File: src/rtl/fetch_pkg.sv
// Shared fetch/execute definitions: ARM condition codes and NZCV flag positions.
package fetch_pkg;

    localparam logic [3:0] COND_EQ = 4'h0;
    localparam logic [3:0] COND_NE = 4'h1;
    localparam logic [3:0] COND_CS = 4'h2;
    localparam logic [3:0] COND_CC = 4'h3;
    localparam logic [3:0] COND_MI = 4'h4;
    localparam logic [3:0] COND_PL = 4'h5;
    localparam logic [3:0] COND_VS = 4'h6;
    localparam logic [3:0] COND_VC = 4'h7;
    localparam logic [3:0] COND_HI = 4'h8;
    localparam logic [3:0] COND_LS = 4'h9;
    localparam logic [3:0] COND_GE = 4'hA;
    localparam logic [3:0] COND_LT = 4'hB;
    localparam logic [3:0] COND_GT = 4'hC;
    localparam logic [3:0] COND_LE = 4'hD;
    localparam logic [3:0] COND_AL = 4'hE;
    localparam logic [3:0] COND_NV = 4'hF;

    localparam int unsigned FLAG_N = 3;
    localparam int unsigned FLAG_Z = 2;
    localparam int unsigned FLAG_C = 1;
    localparam int unsigned FLAG_V = 0;

endpackage

File: src/rtl/cond_eval.sv
// Combinational ARM condition-code check against NZCV; shared with execute predication.
module cond_eval
    import fetch_pkg::*;
(
    input  logic [3:0] cond,
    input  logic [3:0] nzcv,
    output logic       pass
);

    logic flag_n;
    logic flag_z;
    logic flag_c;
    logic flag_v;

    always_comb begin
        flag_n = nzcv[FLAG_N];
        flag_z = nzcv[FLAG_Z];
        flag_c = nzcv[FLAG_C];
        flag_v = nzcv[FLAG_V];
        pass   = 1'b1;
        case (cond)
            COND_EQ: pass = flag_z;
            COND_NE: pass = !flag_z;
            COND_CS: pass = flag_c;
            COND_CC: pass = !flag_c;
            COND_MI: pass = flag_n;
            COND_PL: pass = !flag_n;
            COND_VS: pass = flag_v;
            COND_VC: pass = !flag_v;
            COND_HI: pass = flag_c && !flag_z;
            COND_LS: pass = !flag_c || flag_z;
            COND_GE: pass = (flag_n == flag_v);
            COND_LT: pass = (flag_n != flag_v);
            COND_GT: pass = !flag_z && (flag_n == flag_v);
            COND_LE: pass = flag_z || (flag_n != flag_v);
            COND_AL: pass = 1'b1;
            COND_NV: pass = 1'b1;
            default: pass = 1'b1;
        endcase
    end

endmodule

File: src/rtl/fetch_prefetch_unit.sv
// Sequential instruction fetch with credit-limited prefetch FIFO and branch redirect.
module fetch_prefetch_unit
    import fetch_pkg::*;
#(
    parameter int unsigned       XLEN     = 32,
    parameter int unsigned       ADDR_W   = 32,
    parameter int unsigned       DEPTH    = 4,
    parameter logic [ADDR_W-1:0] RESET_PC = '0
) (
    input  logic              clk,
    input  logic              rst,
    output logic              imem_req_valid,
    input  logic              imem_req_ready,
    output logic [ADDR_W-1:0] imem_req_addr,
    input  logic              imem_rsp_valid,
    input  logic [XLEN-1:0]   imem_rsp_data,
    input  logic              redirect_valid,
    input  logic [ADDR_W-1:0] redirect_pc,
    input  logic [3:0]        nzcv,
    output logic              ir_valid,
    input  logic              ir_ready,
    output logic [XLEN-1:0]   ir,
    output logic [ADDR_W-1:0] ir_pc,
    output logic              cond_pass
);

    localparam int unsigned       CW      = $clog2(DEPTH + 1);
    localparam int unsigned       PW      = $clog2(DEPTH);
    localparam logic [ADDR_W-1:0] PC_STEP = ADDR_W'(XLEN / 8);

    logic [ADDR_W-1:0] fetch_pc_q, fetch_pc_d;
    logic [ADDR_W-1:0] rsp_pc_q, rsp_pc_d;
    logic [CW-1:0]     count_q, count_d;
    logic [CW-1:0]     outstanding_q, outstanding_d;
    logic [CW-1:0]     discard_q, discard_d;
    logic [PW-1:0]     wr_ptr_q, wr_ptr_d;
    logic [PW-1:0]     rd_ptr_q, rd_ptr_d;
    logic              active_q, active_d;
    logic [XLEN-1:0]   data_q [DEPTH];
    logic [XLEN-1:0]   data_d [DEPTH];
    logic [ADDR_W-1:0] pcs_q  [DEPTH];
    logic [ADDR_W-1:0] pcs_d  [DEPTH];

    logic credit_ok;
    logic req_fire;
    logic rsp_drop;
    logic push;
    logic pop;

    // Outstanding requests already reserve FIFO slots, so a response can never overflow.
    always_comb begin
        credit_ok      = (({1'b0, count_q} + {1'b0, outstanding_q}) < (CW + 1)'(DEPTH));
        imem_req_valid = rst && active_q && !redirect_valid && credit_ok;
        imem_req_addr  = fetch_pc_q;
        req_fire       = imem_req_valid && imem_req_ready;
        ir_valid       = rst && active_q && (count_q != '0) && !redirect_valid;
        ir             = data_q[rd_ptr_q];
        ir_pc          = pcs_q[rd_ptr_q];
        pop            = ir_valid && ir_ready;
        rsp_drop       = imem_rsp_valid && (discard_q != '0);
        push           = rst && imem_rsp_valid && (discard_q == '0) && !redirect_valid;
    end

    always_comb begin
        fetch_pc_d    = fetch_pc_q;
        rsp_pc_d      = rsp_pc_q;
        count_d       = count_q;
        outstanding_d = outstanding_q + CW'(req_fire) - CW'(imem_rsp_valid);
        discard_d     = discard_q;
        wr_ptr_d      = wr_ptr_q;
        rd_ptr_d      = rd_ptr_q;
        active_d      = 1'b1;
        data_d        = data_q;
        pcs_d         = pcs_q;
        if (redirect_valid) begin
            // Everything still in flight after this cycle's response belongs to the old path.
            fetch_pc_d = redirect_pc;
            rsp_pc_d   = redirect_pc;
            count_d    = '0;
            wr_ptr_d   = '0;
            rd_ptr_d   = '0;
            discard_d  = outstanding_d;
        end else begin
            if (req_fire) begin
                fetch_pc_d = fetch_pc_q + PC_STEP;
            end
            if (rsp_drop) begin
                discard_d = discard_q - CW'(1);
            end
            if (push) begin
                data_d[wr_ptr_q] = imem_rsp_data;
                pcs_d[wr_ptr_q]  = rsp_pc_q;
                wr_ptr_d         = wr_ptr_q + PW'(1);
                rsp_pc_d         = rsp_pc_q + PC_STEP;
            end
            if (pop) begin
                rd_ptr_d = rd_ptr_q + PW'(1);
            end
            count_d = count_q + CW'(push) - CW'(pop);
        end
    end

    always_ff @(posedge clk) begin
        if (!rst) begin
            fetch_pc_q    <= RESET_PC;
            rsp_pc_q      <= RESET_PC;
            count_q       <= '0;
            outstanding_q <= '0;
            discard_q     <= '0;
            wr_ptr_q      <= '0;
            rd_ptr_q      <= '0;
            active_q      <= 1'b0;
        end else begin
            fetch_pc_q    <= fetch_pc_d;
            rsp_pc_q      <= rsp_pc_d;
            count_q       <= count_d;
            outstanding_q <= outstanding_d;
            discard_q     <= discard_d;
            wr_ptr_q      <= wr_ptr_d;
            rd_ptr_q      <= rd_ptr_d;
            active_q      <= active_d;
        end
    end

    always_ff @(posedge clk) begin
        data_q <= data_d;
        pcs_q  <= pcs_d;
    end

    always_ff @(posedge clk) begin
        if (rst) begin
            assert (!(push && !pop && (count_q == CW'(DEPTH))));
            assert (!(imem_rsp_valid && (outstanding_q == '0)));
        end
    end

    cond_eval u_cond_eval (
        .cond (ir[XLEN-1 -: 4]),
        .nzcv (nzcv),
        .pass (cond_pass)
    );

endmodule
File: config.mk
export PLATFORM = sky130hd
export DESIGN_NAME = fetch_prefetch_unit
export DESIGN_NICKNAME = d
export VERILOG_FILES = /design/src/rtl/fetch_pkg.sv /design/src/rtl/cond_eval.sv /design/src/rtl/fetch_prefetch_unit.sv
export SDC_FILE = /design/constraint.sdc
export NUM_CORES = 1
export LEC_CHECK = 0
export BUFFER_PORTS_ARGS = -buffer_cell sky130_fd_sc_hd__buf_2
export CAP_MARGIN = 20
export CORE_UTILIZATION = 36
export CTS_CLUSTER_SIZE = 40
export DETAILED_ROUTE_END_ITERATION = 12
export HOLD_SLACK_MARGIN = 0.06
export PLACE_DENSITY = 0.63
export SETUP_SLACK_MARGIN = 0.02
export SLEW_MARGIN = 25
export SYNTH_ARGS = -nofsm -noshare
export SYNTH_HDL_FRONTEND = slang
export SYNTH_HIERARCHICAL = 1
export SYNTH_SLANG_ARGS = --single-unit
File: constraint.sdc
create_clock -name clk -period 3.4 [get_ports clk]
set_clock_uncertainty 0.1 [all_clocks]
set_input_delay 0.68 -clock clk [delete_from_list [all_inputs] [get_ports clk]]
set_output_delay 0.68 -clock clk [all_outputs]
set_load 0.01 [all_outputs]
==> results.tsv <==
stage	metric	value	unit
outcome	status	finished, final reports clean	
routing	dr.pass1.iters	5	
synthesis	async_flop_share	0	%
pwr	pwr-share-seq	51.9	%
synthesis	ys.flop_type	edfxtp_1	
synthesis	ys_seq_elements	334	
clocking	cts.sinks	334	
critical_path	critPathSlowestCell	mux4_2	
pwr	p_int	6940	uW
critical_path	r2r_cells	12	
timing	fin_crit_sh	94.9	%
timing	fin_ws	0.172	ns
routing	viasPerCell	5.30	
cells_and_area	postLayoutCoreUtil	44.5	%
synthesis	synth.avg_cell_area	15.7	um2
routing	drc	0	
pwr	p_comb_share	6.2	%
routing	dr.max_layer_used	met4	
synthesis	synth_area_leader_cell	edfxtp_1	
cells_and_area	area_delta_synth_final	21.0	%
synthesis	synth_area	13500	um2
global_route	grt_pass1_wl	46.9	mm
clocking	cts_buffers	37	
synthesis	synth.most_common_cell	edfxtp_1	
die	start_util	36.7	%
synthesis	synth_top_area_share	56.9	%
die	die_w	196	um
timing	final-setup-viol-count	0	
cells_and_area	final_nets	1152	
pwr	power	8940	uW
synthesis	synth_cell_types	60	
pwr	pwr-share-clk	42.0	%
critical_path	path_class	register to output port	
worst_hold_path	hold_class	input port to register	
die	coreArea	36800	um2
clocking	cts.reportedPaths.clkPinSlew	0.06	ns
placement	port_buffers	172	
placement	place.gp.congestion	0.829	
timing	final-hold-violation-count	0	
die	num_io_pins	173	
die	die_area	38300	um2
flow_run	drv_cap	0	
critical_path	critPathArrivalTime	2.45	ns
clocking	tritoncts	done	
clocking	holdBufCountCts	0	
clocking	clk_latency	0.51	ns
synthesis	synth_common_cells	256 x edfxtp_1, 78 x dfxtp_1, 64 x mux4_2, 49 x nand2_1, 47 x a21oi_1	
critical_path	critPathCaptureType	output port	
clocking	htreeDepth	2	
placement	dp_slack	0.494	ns
pwr	power.density	546	nW/um2
timing	period_needed	3.23	ns
routing	vias	8254	
timing	fin_tns_setup	0	ns
routing	ant_nets	0	
global_route	grt_pass1_vias	7968	
cells_and_area	final_layout_size_suffix_gt1_share	31.2	%
critical_path	critPathMaxFanout	9	
timing	max_freq	310	MHz
timing	rsz0062_at_grt	no	
pwr	p_leak	0.00564	uW
timing	slew_headroom	49.1	%
synthesis	yosys-top-cells-area	edfxtp_1 57%, dfxtp_1 12%, mux4_2 11%, xor2_1 1.7%, a21oi_1 1.7%	
cells_and_area	diodes	0	
global_route	gr-total-overflow	0	
global_route	grt_max_degree	63	
critical_path	cp_cell_sequence	mux4_2, or4_1, nand2_1, a22oi_1, o21ai_1, buf_2	
pwr	swShare	22.4	%
synthesis	synth_fp_nets	951	
critical_path	r2r_slack	0.54	ns
pwr	peakVddDrop	0.277	mV
clocking	root_buffer	clkbuf_16	
synthesis	yosys_warnings	6	
synthesis	netlist_instances	861	
routing	wl_per_cell	19.7	um
routing	drt_iter0_markers	492	
critical_path	cp.required	2.62	ns
critical_path	start_kind	register	
timing	drv_slew	0	
placement	dpl.hpwl	20.2	mm
timing	worst-slew-pin-transition	0.756	ns
routing	finalWirelength	30.8	mm
global_route	antenna_found_initial	0	
die	floorplan.rows	70	
routing	wl_met1	14.3	mm
pwr	p_sw	2000	uW
die	die_h	196	um
global_route	track_usage	15.8	%
clocking	clk_path_buf_depth	3	
synthesis	ys_seq_area_share	68.4	%
synthesis	synth-edff-count	256	
critical_path	crit_path_max_incr_delay	0.61	ns
routing	dr_wl_met2	13.7	mm
routing	wl_met3	2.21	mm
worst_hold_path	min_delay_path_depth	1	
[worst paths after layout]
| path | startpoint | to |
|---|---|---|
| setup reg to reg | count_q[1] | discard_q[2] |
| hold reg to reg | imem_req_addr[0] | imem_req_addr[0] |
| hold / removal | imem_rsp_data[4] | data_q[100] |
| setup / recovery | rd_ptr_q[0] | cond_pass |
[metal layers]
metal / GRT usage (%) / vias up
met1: 22.9 / 4108
li1: - / 3804
met5: 0 / -
met2: 24.0 / 298
met4: 4.05 / 0
met3: 3.47 / 44
[sequential cells by signal, indices dropped and copies added (netlist names)]
signal	cells
discard_q	3
data_q	128
count_q	3
rsp_pc_q	32
active_q	1
wr_ptr_q	2
pcs_q	128
rd_ptr_q	2
outstanding_q	3
imem_req_addr	32
[timing repair]
| item | in CTS | in global routing |
|---|---|---|
| hold endpoints to repair | 0 | 0 |
| endpoints found under the setup margin | 1 | 1 |
| gates resized for setup | 1 | 0 |
| cloned | 0 | 2 |
| pin swaps | 0 | 0 |
| buffers inserted | 0 | 5 |
[cell type report]
type                    instances  area (um2)
clock buffers                  46         960
clock inverters                21         186
fillers                      3278       20400
inverters                      18        67.6
multi-input cells             466        4040
flip-flops and latches        334        9260
well taps                     468         586
repair buffers                205        1260
[critical path, delay by kind of cell, from the launching register on]
kind / cells / cell delay (ns)
compound gates: 2 / 0.14
buf+inv: 1 / 0.14
flops: 1 / 0.43
mux: 1 / 0.61
simple gates: 2 / 0.62
[kinds of logic (layout without fill, tap and decap cells)]
family | after synthesis | count (layout) | synth area share, %
xor+xnor | 48 | 48 | 3.11
simple gates | 205 | 205 | 8.44
compound gates | 131 | 131 | 5.78
fa+ha+maj | 16 | 16 | 1.59
buf+inv | 61 | 290 | 1.83
flops | 334 | 334 | 68.4
mux | 66 | 66 | 10.8
[power groups by stage]
stage | clock, uW | combinational [uW] | sequential (uW)
floorplan | 0 | 312 | 4690
CTS | 3860 | 553 | 4630
global placement | 0 | 541 | 4710
finish | 3750 | 551 | 4630
detailed placement | 0 | 549 | 4720
global route | 4020 | 609 | 4650
[layout by cell type (no fill, tap or decap), types with 6 or more instances in the layout]
master,count
a31oi_1,13
dfxtp_1,76
buf_2,172
o21ai_0,37
ha_1,14
and3_1,15
a21oi_1,47
clkinv_2,7
inv_1,15
nor2_1,22
and4_1,9
buf_12,8
nand4_1,22
buf_4,22
nand2_1,49
nand3_1,23
xnor2_1,21
and2_1,12
clkbuf_16,39
edfxtp_1,256
xor2_1,27
clkbuf_1,9
or3_1,11
nor3_1,6
mux4_2,64
[through the flow]
stage	hold slack [ns]	instance area, um2	instances
floorplan	0.360	13500	861
global placement	0.346	15100	1484
detailed placement	0.347	15100	1484
CTS	0.250	16300	1551
global route	0.254	16400	1558
finish	0.272	16400	1558
(Power assumes the default switching activity.)
